**config.mk**
```make
export PLATFORM = sky130hd
export DESIGN_NAME = clock_divisor_multi
export DESIGN_NICKNAME = d
export VERILOG_FILES = /design/src/rtl/clock_div_pkg.sv /design/src/rtl/clock_divisor_ch.sv /design/src/rtl/clock_divisor_multi.sv
export SDC_FILE = /design/constraint.sdc
export NUM_CORES = 1
export LEC_CHECK = 0
export ABC_AREA = 1
export ABC_CLOCK_PERIOD_IN_PS = 8400
export CELL_PAD_IN_SITES_DETAIL_PLACEMENT = 0
export CELL_PAD_IN_SITES_GLOBAL_PLACEMENT = 1
export CORE_UTILIZATION = 45
export DETAILED_ROUTE_END_ITERATION = 16
export GPL_TIMING_DRIVEN = 0
export PLACE_DENSITY = 0.82
export SLEW_MARGIN = 20
export SYNTH_ARGS = -nofsm -noshare
export SYNTH_HDL_FRONTEND = slang
export SYNTH_SLANG_ARGS = --single-unit
```
**constraint.sdc**
```tcl
create_clock -name clk_100MHz -period 8.4 [get_ports clk_100MHz]
set_input_delay 1.68 -clock clk_100MHz [delete_from_list [all_inputs] [get_ports clk_100MHz]]
set_output_delay 1.68 -clock clk_100MHz [all_outputs]
set_load 0.03 [all_outputs]
```
**src/rtl/clock_div_pkg.sv**
```systemverilog
// Shared constants and types for the multi-channel clock divider.
// Board clock is 100 MHz; half-period constants are in board-clock cycles.
package clock_div_pkg;

  localparam int unsigned CLK_FREQ_HZ   = 100000000;
  localparam int unsigned HALF_1HZ      = 50000000;
  localparam int unsigned HALF_10HZ     = 5000000;
  localparam int unsigned HALF_1KHZ     = 50000;
  localparam int unsigned CNT_W_DEFAULT = 29;

  // What a channel does on the coming clock edge, in priority order.
  typedef enum logic [1:0] {
    ActClear = 2'd0,  // phase realign, overrides everything
    ActHold  = 2'd1,  // global enable low
    ActWrap  = 2'd2,  // end of half-period: toggle and maybe apply staged value
    ActCount = 2'd3   // mid half-period
  } ch_act_e;

  // Half-period (in board-clock cycles) that yields the requested output frequency.
  function automatic int unsigned half_for_hz(input int unsigned hz);
    return CLK_FREQ_HZ / (2 * hz);
  endfunction

endpackage

```
**src/rtl/clock_divisor_ch.sv**
```systemverilog
// One divider channel: counter, active/staged half-period, output toggle and tick.
// Tick generation is built only when CLKDIV_TICK_EN is defined; otherwise tick is tied low.
module clock_divisor_ch
  import clock_div_pkg::*;
#(
  parameter int unsigned CNT_W        = CNT_W_DEFAULT,
  parameter int unsigned DEFAULT_HALF = HALF_1HZ
) (
  input  logic             clk_100MHz,
  input  logic             rst,
  input  logic             en,
  input  logic             sync_clear,
  input  logic             hp_wr,
  input  logic [CNT_W-1:0] hp_din,
  output logic             hp_pending,
  output logic             clk_out,
  output logic             tick
);

  localparam logic [CNT_W-1:0] DefHalf = CNT_W'(DEFAULT_HALF);

  logic [CNT_W-1:0] r_cnt;
  logic [CNT_W-1:0] r_hp_q;
  logic [CNT_W-1:0] r_hp_nx;
  logic             r_pending;
  logic             r_clk;

  logic             w_wr_valid;
  logic             w_at_end;
  ch_act_e          w_act;

  // Decode this cycle's action; a zero half-period write is dropped.
  always_comb begin
    w_wr_valid = hp_wr && (hp_din != '0);
    w_at_end   = (r_cnt == (r_hp_q - CNT_W'(1)));
    if (sync_clear) begin
      w_act = ActClear;
    end else if (!en) begin
      w_act = ActHold;
    end else if (w_at_end) begin
      w_act = ActWrap;
    end else begin
      w_act = ActCount;
    end
  end

  // Counter, output toggle and active half-period; staged value applies only at a wrap or clear.
  always_ff @(posedge clk_100MHz or posedge rst) begin
    if (rst) begin
      r_cnt  <= '0;
      r_clk  <= 1'b0;
      r_hp_q <= DefHalf;
    end else begin
      unique case (w_act)
        ActClear: begin
          r_cnt <= '0;
          r_clk <= 1'b0;
          // A write landing with the clear bypasses staging entirely.
          if (w_wr_valid) begin
            r_hp_q <= hp_din;
          end else if (r_pending) begin
            r_hp_q <= r_hp_nx;
          end
        end
        ActHold: begin
          r_cnt <= r_cnt;
        end
        ActWrap: begin
          r_cnt <= '0;
          r_clk <= ~r_clk;
          // Uses the value staged before this cycle; a same-cycle write waits a wrap.
          if (r_pending) begin
            r_hp_q <= r_hp_nx;
          end
        end
        ActCount: begin
          r_cnt <= r_cnt + CNT_W'(1);
        end
        default: begin
          r_cnt <= r_cnt;
        end
      endcase
    end
  end

  // Staging register and pending flag; a fresh write outranks the wrap that consumes the old one.
  always_ff @(posedge clk_100MHz or posedge rst) begin
    if (rst) begin
      r_hp_nx   <= DefHalf;
      r_pending <= 1'b0;
    end else begin
      if (w_wr_valid) begin
        r_hp_nx <= hp_din;
      end
      if (w_act == ActClear) begin
        r_pending <= 1'b0;
      end else if (w_wr_valid) begin
        r_pending <= 1'b1;
      end else if (w_act == ActWrap) begin
        r_pending <= 1'b0;
      end
    end
  end

  assign hp_pending = r_pending;
  assign clk_out    = r_clk;

`ifdef CLKDIV_TICK_EN
  logic r_tick;

  // Tick fires on the edge where the registered output goes 0 -> 1.
  always_ff @(posedge clk_100MHz or posedge rst) begin
    if (rst) begin
      r_tick <= 1'b0;
    end else begin
      r_tick <= (w_act == ActWrap) && !r_clk;
    end
  end

  assign tick = r_tick;
`else
  assign tick = 1'b0;
`endif

endmodule

```
**src/rtl/clock_divisor_multi.sv**
```systemverilog
// Multi-channel 50 %-duty clock divider for the coffee-maker timing path.
// Each channel has its own runtime-programmable half-period; en, sync_clear and hp_din
// are shared. Define CLKDIV_TICK_EN to generate the per-channel tick outputs.
module clock_divisor_multi
  import clock_div_pkg::*;
#(
  parameter int unsigned NUM_CH       = 2,
  parameter int unsigned CNT_W        = CNT_W_DEFAULT,
  parameter int unsigned DEFAULT_HALF = HALF_1HZ
) (
  input  logic              clk_100MHz,
  input  logic              rst,
  input  logic              en,
  input  logic              sync_clear,
  input  logic [NUM_CH-1:0] hp_wr,
  input  logic [CNT_W-1:0]  hp_din,
  output logic [NUM_CH-1:0] hp_pending,
  output logic [NUM_CH-1:0] clk_out,
  output logic [NUM_CH-1:0] tick
);

  for (genvar g = 0; g < NUM_CH; g++) begin : g_ch
    clock_divisor_ch #(
      .CNT_W        (CNT_W),
      .DEFAULT_HALF (DEFAULT_HALF)
    ) u_ch (
      .clk_100MHz (clk_100MHz),
      .rst        (rst),
      .en         (en),
      .sync_clear (sync_clear),
      .hp_wr      (hp_wr[g]),
      .hp_din     (hp_din),
      .hp_pending (hp_pending[g]),
      .clk_out    (clk_out[g]),
      .tick       (tick[g])
    );
  end

endmodule
```
# Word-level counts from Yosys, hierarchy flattened
# Index checks and enable logic that the tools add are counted.
# W data, S select, Z words.
# totals
register_bits	178
out_inout_bits	6
input_bits	35
# classes
add_sub_neg	4
n_reduce_logical	11
bitwise_logic	2
eq_ne	8
muxes	22
# op_table
cell	count
$pmux W29 S2	4
$mux W29	4
$add A29 B1 Y29 const B	2
$eq A29 B29 Y1	2
$sub A29 B1 Y29 const B	2
$reduce_bool A29 Y1	1
$eq A2 B2 Y1 const B	4
$mux W1	8
$mux W2	4
$reduce_bool A3 Y1	2
$eq A2 B1 Y1 const B	2
$logic_not A2 Y1	2
$pmux W1 S2	2
$reduce_bool A2 Y1	2
$reduce_or A2 Y1	2
$logic_and A1 B1 Y1	2
$not A1 Y1	2

# Logic depth before layout (Yosys ltp)
# Gate-level depths: netlist (run 1).
# logic_depth
depth_word	9
mapped_depth	19
mapped_depth_nobuf	18

# By module
# From an unflattened synthesis (run 1), not the netlist that was laid out.
# unflattened
cells_unflattened	1863
hier_area_um2	12201.7
# modules_own_cells
mod	area_per_inst_um2	cells_each	n_inst
clock_divisor_ch (g_ch[0].u_ch)	6128.4	912	1
clock_divisor_ch (g_ch[1].u_ch)	6073.3	951	1

# Worst setup path after synthesis (run 1)
# Ideal clock, no wire load.
# synth_timing
path_kind	in2reg
from	input hp_din[23]
to	register g_ch[1].u_ch.r_hp_q[0]
required_time_ns	8.283
arrival_ns	3.109
path_buffers	1
cell_stages	13
setup_slack_ns	5.175
setup_time_ns	0.117
cell_sequence	nor4_1 -> nand2_1 -> nor2_1 -> nand4_1 -> nand2_1 -> clkinv_1 -> clkbuf_1 -> nand2_1 -> nand2_1 -> nand2_1 -> nand2_1 -> nand2_1 -> nand2_1
# synth_between
elab_chain_len	4
# synth_lines
item	line_no	text
from (decl)	clock_divisor_multi.sv:16	input logic [CNT_W-1:0] hp_din,
$reduce_bool A29 Y1	clock_divisor_ch.sv:34	w_wr_valid = hp_wr && (hp_din != '0);
$logic_and A1 B1 Y1	clock_divisor_ch.sv:34	
$mux W29	clock_divisor_ch.sv:59	if (w_wr_valid) begin
$pmux W29 S2	clock_divisor_ch.sv:54	unique case (w_act)
to (signal assigned)	clock_divisor_ch.sv:52	r_hp_q <= DefHalf;
to (signal assigned)	clock_divisor_ch.sv:60	r_hp_q <= hp_din;
to (signal assigned)	clock_divisor_ch.sv:62	r_hp_q <= r_hp_nx;
to (decl)	clock_divisor_ch.sv:23	logic [CNT_W-1:0] r_hp_q;
# Every way passes these cells.
# A chain may end at the register's enable or synchronous reset.

# Final worst setup path (run 1)
# layout_timing
from	input en
to	register g_ch[1].u_ch.r_hp_q[22]
# layout_between
elab_chain_len	4
elab_cells_between_ends	6
classes_between	eq/ne (1); mux (3); reduce/logical (2)
# layout_lines
item	line_no	text
from (decl)	clock_divisor_multi.sv:13	input logic en,
$mux W2 (*)	clock_divisor_ch.sv:38	end else if (!en) begin
$mux W2 (*)	clock_divisor_ch.sv:36	if (sync_clear) begin
$eq A2 B2 Y1 or $logic_not A2 Y1 (tied branches)	clock_divisor_ch.sv:54	
$pmux W29 S2 or $reduce_bool A2 Y1 (tied branches)	--	
# Mark *: on every way between the ends. The rest lies on a longest branch, timed or not.

==> results of run 1 <==
[critical path, delay by kind of cell]
| kind | cells | cell delay [ns] |
|---|---|---|
| AND/OR/NAND/NOR | 5 | 1.17 |
| buffers and inverters | 4 | 2.24 |
[final cells by class]
cell class | count | area [um^2] | area share
multi-input combinational | 1498 | 6780 | 0.495
timing repair buffer | 40 | 435 | 0.0318
clock buffer | 18 | 439 | 0.0320
inverter | 127 | 484 | 0.0353
sequential | 178 | 4510 | 0.329
clock inverter | 14 | 201 | 0.0147
buffer | 79 | 435 | 0.0318
tap | 335 | 419 | 0.0306
[through the flow]
step | setup TNS, ns | utilization | cells | power (mW)
after floorplan | 0 | - | 1882 | 1.37
after global placement | -99.90 | 0.494 | 2255 | 1.53
after global routing | 0 | 0.520 | 2289 | 2.56
after detailed placement | 0 | 0.496 | 2257 | 1.54
after CTS | 0 | 0.520 | 2289 | 2.44
final | 0 | 0.520 | 2289 | 2.43
[per-layer routing]
| metal | global-route usage | wire [um] | up-vias |
|---|---|---|---|
| li1 | - | - | 6004 |
| met1 | 0.437 | 19500 | 5757 |
| met2 | 0.402 | 15600 | 295 |
| met3 | 0.0380 | 1770 | 32 |
| met4 | 0.0700 | 553 | 0 |
| met5 | 0 | 0 | - |
[kinds of logic (layout without fill, tap and decap cells)]
logic type	after synthesis	in the layout
and+or+nand+nor	1316	1316
buffers and inverters	206	278
DFF	178	178
xor gates and xnor gates	94	94
AOI/OAI and AO/OA	82	82
adders and majority gates	4	4
other	1	2
[placed cells by master (no fill, tap or decap), types with 3 or more instances in the layout]
master / synthesis / routed
nand2_1: 896 / 896
nor2_1: 196 / 196
dfrtp_1: 130 / 130
inv_1: 121 / 120
nand4_1: 82 / 82
nand3_1: 68 / 68
xor2_1: 68 / 68
o21ai_0: 60 / 60
dfstp_2: 48 / 48
clkdlybuf4s50_1: 0 / 38
clkbuf_1: 35 / 35
xnor2_1: 26 / 26
buf_2: 18 / 18
clkbuf_16: 0 / 17
nor3_1: 16 / 16
buf_4: 15 / 15
nor2_2: 14 / 14
nor2_4: 9 / 9
nand2_2: 8 / 8
buf_6: 8 / 8
nor4_1: 7 / 7
o21bai_1: 6 / 6
o21ai_1: 6 / 6
nor3b_1: 5 / 5
a21oi_1: 4 / 4
inv_2: 4 / 4
nand3b_1: 4 / 4
and3_1: 4 / 4
ha_1: 4 / 4
bufinv_16: 0 / 4
and2_1: 3 / 3
buf_1: 3 / 3
inv_6: 0 / 3
clkinv_4: 0 / 3
[sequential cells by signal (all words and copies together) (netlist names)]
register	flops
g_ch.u_ch.r_hp_q	58
g_ch.u_ch.hp_pending	2
g_ch.u_ch.r_hp_nx	58
g_ch.u_ch.r_cnt	58
g_ch.u_ch.clk_out	2
[worst max path at each step]
stage	from	end	slack, ns	cells past startpoint
2_1_floorplan	rst	g_ch[0].u_ch.clk_out	1.97	1
3_3_place_gp	rst	g_ch[0].u_ch.r_cnt[25]	-0.79	2
3_5_place_dp	en	g_ch[1].u_ch.r_cnt[2]	3.21	8
4_1_cts	en	g_ch[1].u_ch.r_cnt[2]	3.68	8
5_1_grt	en	g_ch[1].u_ch.r_cnt[2]	3.59	8
6_report	en	g_ch[1].u_ch.r_hp_q[22]	3.70	9
[power by group]
group	internal [mW]	switching, mW	total [mW]
clock	0.512	0.388	0.900
combinational	0.172	0.345	0.517
sequential	0.937	0.0739	1.01
total	1.62	0.807	2.43
==> results.json, run 1 <==
{
  "status": "complete, no violations",
  "post_cts_buffers": 0,
  "setup_slack_ns": 3.70,
  "ys_top_cells_by_count": "nand2_1 (896), nor2_1 (196), dfrtp_1 (130)",
  "synthMuxAreaShare": 0,
  "synth_top_family_by_area": "simple AND/OR/NAND/NOR gates",
  "start_util": 0.463,
  "end_kind": "register",
  "io_buffers": 38,
  "grt_max_degree": 72,
  "clkLatencyLatePin_ns": 0.46,
  "firstDrtPassIters": 5,
  "remaining_drc_errors": 0,
  "finalSetupViolCount": 0,
  "synthTopCellsByArea": "nand2_1 (28%), dfrtp_1 (27%), dfstp_2 (10%)",
  "synth_top_area_share": 0.276,
  "synth-simple-area-share": 0.447,
  "synth_area_mm2": 0.0122,
  "ios": 41,
  "post_dp_cell_area_mm2": 0.0131,
  "clockRootBuffer": "clkbuf_16",
  "synth-seq-cells": 178,
  "holdWs_ns": 0.469,
  "max-vdd-ir-drop_v": 0.000123,
  "rsz0062_at_grt": "false",
  "slew_headroom": 0.350,
  "synth.most_common_cell": "nand2_1",
  "critical_path_required_ns": 8.80,
  "path_class": "primary input to register",
  "hold_path_class": "register to register",
  "grt_pass1_vias": 11100,
  "worstHoldStart": "g_ch[1].u_ch.r_hp_nx[7]",
  "die_area_mm2": 0.0278,
  "fin_nets": 1980,
  "max_freq_ghz": 0.213,
  "antenna_cells": 0,
  "synth_edf_count": 0,
  "fin_skew_ns": 0.0142,
  "ff2ff_path_depth": 17,
  "grt_usage": 0.280,
  "synthAdderAreaFrac": 0.00410,
  "power.leakage_nw": 6.95,
  "final.fill_count": 2726,
  "synth_top_cell_by_area": "nand2_1",
  "drtIter0Drc": 981,
  "grt_overflow_total": 0,
  "r2r-end": "g_ch[0].u_ch.r_cnt[19]",
  "grt_pass1_wl_um": 60900,
  "power-per-cell-area_mw_per_mm2": 177,
  "r2r-start": "g_ch[0].u_ch.r_hp_q[0]",
  "syn2layout_area_growth_pct": 12.3,
  "worstHoldPathCells": 2,
  "coreArea_mm2": 0.0264,
  "synth-xor-area-share": 0.0675,
  "layout-drive-gt1-share": 0.0829,
  "vias": 12100,
  "maxCapViolations": 0,
  "path_common_cell": "nand2_1",
  "fin_crit_sh": 0.560,
  "finalInstanceArea_mm2": 0.0137,
  "cts_tree": "built",
  "cts_resized": 0,
  "path_clk_slew_ns": 0.07,
  "holdPathEnd": "g_ch[1].u_ch.r_hp_nx[7]",
  "ant_nets": 0,
  "min_period_ns": 4.70,
  "chipWidth_um": 167,
  "routedWlPerCell_um": 16.4,
  "slew_viol_final": 0,
  "reg2reg_slack_ns": 5.31,
  "die_height_um": 167,
  "cp_slowest_cell": "clkdlybuf4s50_1",
  "crit_fanout": 10,
  "vias_per_cell": 5.28,
  "synth_cells": 1881,
  "synthArstFlopShare": 1.00,
  "place.gp.congestion": 0.884,
  "worstMarginPinSlew_ns": 0.967,
  "yosysSeqAreaShare": 0.370,
  "dpl.hpwl_um": 28800,
  "hold_viol": 0,
  "worst_setup_path_start_kind": "primary input",
  "core.rowCount": 59,
  "yosys_warnings": 0,
  "syn_avg_cell_area_um2": 6.49,
  "htreeDepth": 4,
  "cts_sinks": 178,
  "cpPeakStageDelay_ns": 0.77,
  "dp_slack_ns": 3.21,
  "grt_antenna_before_repair": 0,
  "synthFlopType": "dfrtp_1",
  "path_cells": "clkdlybuf4s50_1, inv_1, nor2_1, clkbuf_1, clkbuf_1, nand4_1, nand2_1, nand2_1, nand2_1",
  "worstPathArrival_ns": 5.10,
  "cts_buffer_depth": 2,
  "cts_hold_buf": 0,
  "synth_cell_types": 38,
  "cts_buffers": 17,
  "detail_route.wirelength_um": 37400,
  "synth-compound-area-share": 0.0365
}
No activity file was read; power rests on OpenSTA's default activity.
==> run 2, diff against run 1 <==
--- a/config.mk
+++ b/config.mk
@@ -6,13 +6,13 @@
 export NUM_CORES = 1
 export LEC_CHECK = 0
 export ABC_AREA = 1
-export ABC_CLOCK_PERIOD_IN_PS = 8400
+export ABC_CLOCK_PERIOD_IN_PS = 4000
 export CELL_PAD_IN_SITES_DETAIL_PLACEMENT = 0
 export CELL_PAD_IN_SITES_GLOBAL_PLACEMENT = 1
-export CORE_UTILIZATION = 45
+export CORE_UTILIZATION = 41
 export DETAILED_ROUTE_END_ITERATION = 16
 export GPL_TIMING_DRIVEN = 0
-export PLACE_DENSITY = 0.82
+export PLACE_DENSITY = 0.79
 export SLEW_MARGIN = 20
 export SYNTH_ARGS = -nofsm -noshare
 export SYNTH_HDL_FRONTEND = slang
==> constraint.sdc (replaced) <==
create_clock -name clk_100MHz -period 4 [get_ports clk_100MHz]
set_input_delay 0.8 -clock clk_100MHz [delete_from_list [all_inputs] [get_ports clk_100MHz]]
set_output_delay 0.8 -clock clk_100MHz [all_outputs]
set_load 0.03 [all_outputs]
==> run 2 against run 1 <==
Power increased by 110%. Count of clock-buffer cells in the layout increased by 5. Combinational power increased by 110%. Routed wire length increased by 1.6%. Global-route usage decreased by 2.3 points. Setup slack got worse by 3.3 ns. First-iteration DRC count decreased by 5.5%. Sequential power increased by 110%. Flip-flop and latch count unchanged. Cell count increased by 2.3%. Critical endpoint is now g_ch[1].u_ch.r_hp_nx[4].
==> results.json, run 2 (synthesized netlist as in run 1, its figures left out) <==
{
  "status": "complete, no violations",
  "crit_family": "buffers and inverters",
  "power_mw": 5.15,
  "die_area_mm2": 0.0305,
  "setup_slack_ns": 0.359,
  "routedWlPerCell_um": 16.2,
  "finalSetupViolCount": 0,
  "power-per-cell-area_mw_per_mm2": 372,
  "cts_buffer_depth": 2,
  "layout-drive-gt1-share": 0.0817,
  "cpPeakStageDelay_ns": 0.59,
  "fin_crit_sh": 0.910,
  "worstHoldPathCells": 2,
  "dp_slack_ns": -0.115,
  "power.leakage_nw": 6.97,
  "start_util": 0.421,
  "drtIter0Drc": 927,
  "dp.cells": 2310,
  "min_period_ns": 3.64,
  "cts_resized": 0,
  "slew_headroom": 0.359,
  "detail_route.wirelength_um": 38000,
  "dpl.hpwl_um": 29700,
  "io_buffers": 38,
  "post_dp_cell_area_mm2": 0.0132,
  "coreArea_mm2": 0.0290,
  "grt_overflow_total": 0,
  "maxCapViolations": 0,
  "post_cts_buffers": 0,
  "hold_path_class": "register to register",
  "clockRootBuffer": "clkbuf_16",
  "grt_antenna_before_repair": 0,
  "worst_setup_path_start_kind": "primary input",
  "die_height_um": 175,
  "worstPathArrival_ns": 4.03,
  "syn2layout_area_growth_pct": 13.4,
  "cts_hold_buf": 0,
  "ff2ff_path_depth": 17,
  "cp_slowest_cell": "clkbuf_1",
  "core.rowCount": 62,
  "critical_path_required_ns": 4.39,
  "finalInstanceArea_mm2": 0.0138,
  "post-route-util": 0.477,
  "remaining_drc_errors": 0,
  "vias": 12000,
  "hold_viol": 0,
  "rsz0062_at_grt": "false",
  "final_common_cell": "nand2_1",
  "reg_top3": "g_ch.u_ch.r_cnt (58), g_ch.u_ch.r_hp_nx (58), g_ch.u_ch.r_hp_q (58)",
  "grt_max_degree": 32,
  "end_kind": "register",
  "worstMarginPinSlew_ns": 0.962,
  "grt_pass1_vias": 11100,
  "vias_per_cell": 5.12,
  "final.fill_count": 3094,
  "ant_nets": 0,
  "tns_ns": 0,
  "crit_fanout": 10,
  "cts_sinks": 178,
  "path_class": "primary input to register",
  "clkLatencyLatePin_ns": 0.45,
  "path_depth": 10,
  "path_cells": "clkdlybuf4s50_1, nor4_1, nand2_1, nor2_1, nand4_1, nand2_1, clkbuf_1, clkbuf_1, nand2_1, nand2_1",
  "slew_viol_final": 0,
  "htreeDepth": 4,
  "crit_buf_inv": 3,
  "ios": 41,
  "stdcell_count": 2342,
  "holdWs_ns": 0.468,
  "grt_usage": 0.258,
  "max_freq_ghz": 0.275,
  "layout_common_cells": "nand2_1 (896), nor2_1 (196), dfrtp_1 (130)",
  "place.gp.congestion": 0.881,
  "grt_pass1_wl_um": 61000,
  "firstDrtPassIters": 6,
  "antenna_cells": 0,
  "path_common_cell": "nand2_1",
  "chipWidth_um": 175,
  "fin_nets": 1984,
  "path_clk_slew_ns": 0.07,
  "cts_buffers": 17,
  "max-vdd-ir-drop_v": 0.000326,
  "cts_tree": "built",
  "fin_skew_ns": 0.0110
}
## run 2: changes by cell type in the layout (fill, tap and decap cells not counted), sizes merged
cell / previous run / this run
buf: 46 / 50
clkinv: 7 / 3
clkbuf: 53 / 58
inv: 129 / 124
clkinvlp: 1 / 3
bufinv: 4 / 6
## run 2: worst paths after layout
kind	slack, ns	startpoint	to
worst min register to register	0.47	g_ch[1].u_ch.r_hp_nx[19]	g_ch[1].u_ch.r_hp_nx[19]
min in group asynchronous	0.62	rst	g_ch[1].u_ch.r_hp_nx[1]
worst min-delay path	0.47	g_ch[1].u_ch.r_hp_nx[19]	g_ch[1].u_ch.r_hp_nx[19]
worst max-delay path	0.36	hp_din[14]	g_ch[1].u_ch.r_hp_nx[4]
max in group asynchronous	2.64	rst	g_ch[0].u_ch.r_hp_q[22]
worst max register to register	0.97	g_ch[0].u_ch.r_hp_q[0]	g_ch[0].u_ch.r_cnt[14]
## run 2: metal layers
metal / wire (um) / share of wire / global-route usage / vias to the layer above
met5: 0 / 0 / 0 / -
met4: 276 / 0.0073 / 0.0478 / 0
met3: 2050 / 0.054 / 0.0507 / 23
met2: 16300 / 0.43 / 0.385 / 269
met1: 19400 / 0.51 / 0.384 / 5696
li1: - / - / - / 6000
## run 2: worst register-to-register path, cell delays in order (launching register included)
cell and delay, ns:
dfrtp_1 0.41, inv_1 0.14, ha_1 0.34, nand3_1 0.14, nor2_2 0.23, nand2_1 0.19, nand2_1 0.10, nand2_1 0.05
inv_1 0.04, nand2_1 0.04, nor2_1 0.16, nand4_1 0.14, nor2_2 0.19, nand2_1 0.17, nand2_2 0.14, buf_6 0.19
buf_4 0.20, nor2_1 0.06
## run 2: cell type report
class | count | area [um^2] | share of cell area
plain buffers | 79 | 435 | 0.0315
flip-flops and latches | 178 | 4510 | 0.326
inverters | 127 | 480 | 0.0347
well taps | 384 | 480 | 0.0347
multi-input cells | 1498 | 6780 | 0.490
clock inverters | 9 | 204 | 0.0147
repair buffers | 44 | 500 | 0.0362
clock buffers | 23 | 448 | 0.0324
## run 2: where the power goes
group          internal [mW]  switching (mW)
Combinational          0.368           0.723
Sequential              1.97           0.159
Clock                   1.17           0.761
==> run 3, diff against run 2 <==
--- a/config.mk
+++ b/config.mk
@@ -9,11 +9,14 @@
 export ABC_CLOCK_PERIOD_IN_PS = 4000
 export CELL_PAD_IN_SITES_DETAIL_PLACEMENT = 0
 export CELL_PAD_IN_SITES_GLOBAL_PLACEMENT = 1
+export CORE_MARGIN = 2
 export CORE_UTILIZATION = 41
 export DETAILED_ROUTE_END_ITERATION = 16
+export GPL_ROUTABILITY_DRIVEN = 0
 export GPL_TIMING_DRIVEN = 0
 export PLACE_DENSITY = 0.79
 export SLEW_MARGIN = 20
 export SYNTH_ARGS = -nofsm -noshare
 export SYNTH_HDL_FRONTEND = slang
 export SYNTH_SLANG_ARGS = --single-unit
+export TNS_END_PERCENT = 10
==> run 3 against run 2 <==
Flip-flop and latch count stayed put. Setup slack worse by 0.043 ns. Cell count is 0.30% higher. Final area is 0.28% higher. Core utilization is 0.63 points lower.
==> results.json, run 3 (synthesized netlist as in run 1, its figures left out) <==
{
  "vias": 11500,
  "cp-startpoint": "en",
  "tns_ns": 0,
  "r2r-start": "g_ch[0].u_ch.r_hp_q[0]",
  "detail_route.wirelength_um": 36300,
  "maxCapViolations": 0,
  "grt_pass1_vias": 11200,
  "setup_slack_ns": 0.316,
  "worstMarginPinSlew_ns": 1.02,
  "pwr-share-comb": 0.214,
  "r2r-end": "g_ch[0].u_ch.r_cnt[24]",
  "grt_pass1_wl_um": 59100,
  "end_kind": "register",
  "crit_buf_inv": 4,
  "slew_headroom": 0.311,
  "path_cells": "clkdlybuf4s50_1, inv_1, nor2_1, clkbuf_1, clkbuf_1, nand2_1, xor2_1, nor2_1",
  "cts_buffers": 17,
  "critPathCapture": "g_ch[1].u_ch.r_cnt[2]",
  "reg2reg_slack_ns": 0.87,
  "antenna_cells": 0,
  "min_period_ns": 3.68,
  "final.fill_count": 3140,
  "cts_buffer_depth": 2,
  "clockPowerShare": 0.366,
  "netSwitchingPower_mw": 1.62,
  "syn2layout_area_growth_pct": 13.8,
  "coreArea_mm2": 0.0295,
  "pwr-share-seq": 0.420,
  "fin_crit_sh": 0.921,
  "cts_sinks": 178,
  "cpPeakStageDelay_ns": 0.71,
  "post_cts_buffers": 0,
  "path_clk_slew_ns": 0.07,
  "grt_antenna_before_repair": 0,
  "post-route-util": 0.471,
  "worstPathArrival_ns": 4.07,
  "p_sw_frac": 0.321,
  "crit_fanout": 10,
  "rsz0062_at_grt": "false",
  "cts_tree": "built",
  "ff2ff_path_depth": 17,
  "holdWs_ns": 0.467,
  "dp_slack_ns": -0.145,
  "finalSetupViolCount": 0,
  "die_area_mm2": 0.0312,
  "core.rowCount": 63,
  "power_mw": 5.06,
  "critical_path_required_ns": 4.38,
  "worst_setup_path_start_kind": "primary input",
  "layout_common_cells": "nand2_1 (896), nor2_1 (196), dfrtp_1 (130)",
  "drtIter0Drc": 780,
  "status": "complete, no violations",
  "stdcell_count": 2349,
  "path_depth": 8,
  "cts_resized": 0,
  "crit_family": "buffers and inverters",
  "grt_overflow_total": 0,
  "post_dp_cell_area_mm2": 0.0132,
  "final_common_cell": "nand2_1",
  "p_int_mw": 3.44,
  "cp_slowest_cell": "nor2_1",
  "vias_per_cell": 4.89,
  "clkLatencyLatePin_ns": 0.45,
  "path_class": "primary input to register",
  "die_height_um": 177,
  "htreeDepth": 4,
  "clockRootBuffer": "clkbuf_16",
  "fin_nets": 1985,
  "grt_usage": 0.241,
  "cts_hold_buf": 0,
  "routedWlPerCell_um": 15.5,
  "fin_skew_ns": 0.0145,
  "dpl.hpwl_um": 28700,
  "max_freq_ghz": 0.271,
  "power.leakage_nw": 7.00,
  "slew_viol_final": 0,
  "start_util": 0.414,
  "hold_viol": 0,
  "firstDrtPassIters": 5,
  "dp.cells": 2317,
  "remaining_drc_errors": 0,
  "finalInstanceArea_mm2": 0.0139,
  "power-per-cell-area_mw_per_mm2": 365,
  "ant_nets": 0,
  "hold_path_class": "register to register",
  "ios": 41,
  "max-vdd-ir-drop_v": 0.000329,
  "reg_top3": "g_ch.u_ch.r_cnt (58), g_ch.u_ch.r_hp_nx (58), g_ch.u_ch.r_hp_q (58)",
  "layout-drive-gt1-share": 0.0842,
  "grt_max_degree": 34,
  "io_buffers": 38,
  "chipWidth_um": 177
}
## run 3: changes by cell type in the layout (fill, tap and decap cells not counted), sizes merged
cell | previous run | this run
inv | 124 | 125
clkbuf | 58 | 61
clkinv | 3 | 5
clkinvlp | 3 | 1
buf | 50 | 51
bufinv | 6 | 2
## run 3: worst min-delay path by stage
stage	startpoint	end	cells after the start
6_report	g_ch[0].u_ch.r_hp_nx[15]	g_ch[0].u_ch.r_hp_nx[15]	2
3_3_place_gp	g_ch[0].u_ch.r_hp_nx[15]	g_ch[0].u_ch.r_hp_nx[15]	2
3_5_place_dp	g_ch[1].u_ch.r_hp_nx[19]	g_ch[1].u_ch.r_hp_nx[19]	2
5_1_grt	g_ch[0].u_ch.r_hp_nx[15]	g_ch[0].u_ch.r_hp_nx[15]	2
4_1_cts	g_ch[0].u_ch.r_hp_nx[15]	g_ch[0].u_ch.r_hp_nx[15]	2
2_1_floorplan	g_ch[1].u_ch.r_hp_nx[12]	g_ch[1].u_ch.r_hp_nx[12]	2
## run 3: power groups by stage
stage	sequential [mW]	combinational (mW)	clock, mW
floorplan	2.10	0.784	0
global placement	2.15	1.05	0
detailed placement	2.15	1.08	0
CTS	2.12	1.09	1.88
global route	2.15	1.24	1.96
finish	2.13	1.08	1.86
## run 3: cell type report
type	instances	area [um^2]	share of cell area
sequential	178	4510	0.325
inverter	127	480	0.0346
clock inverter	6	85.1	0.00613
clock buffer	26	563	0.0406
multi-input combinational	1498	6780	0.488
tap	390	488	0.0351
buffer	79	435	0.0314
timing repair buffer	45	536	0.0386
## run 3: layer usage
metal	share of wire	vias up	routed length, um	track usage
li1	-	6002	-	-
met1	0.45	5239	16300	0.298
met2	0.49	187	17700	0.426
met3	0.030	62	1100	0.0334
met4	0.034	0	1240	0.0916
met5	0	-	0	0
## run 3: tightest hold or removal path, stage by stage, from the launching register on
cell	delay [ns]
dfstp_2	0.37
nand2_1	0.05
nand2_1	0.04
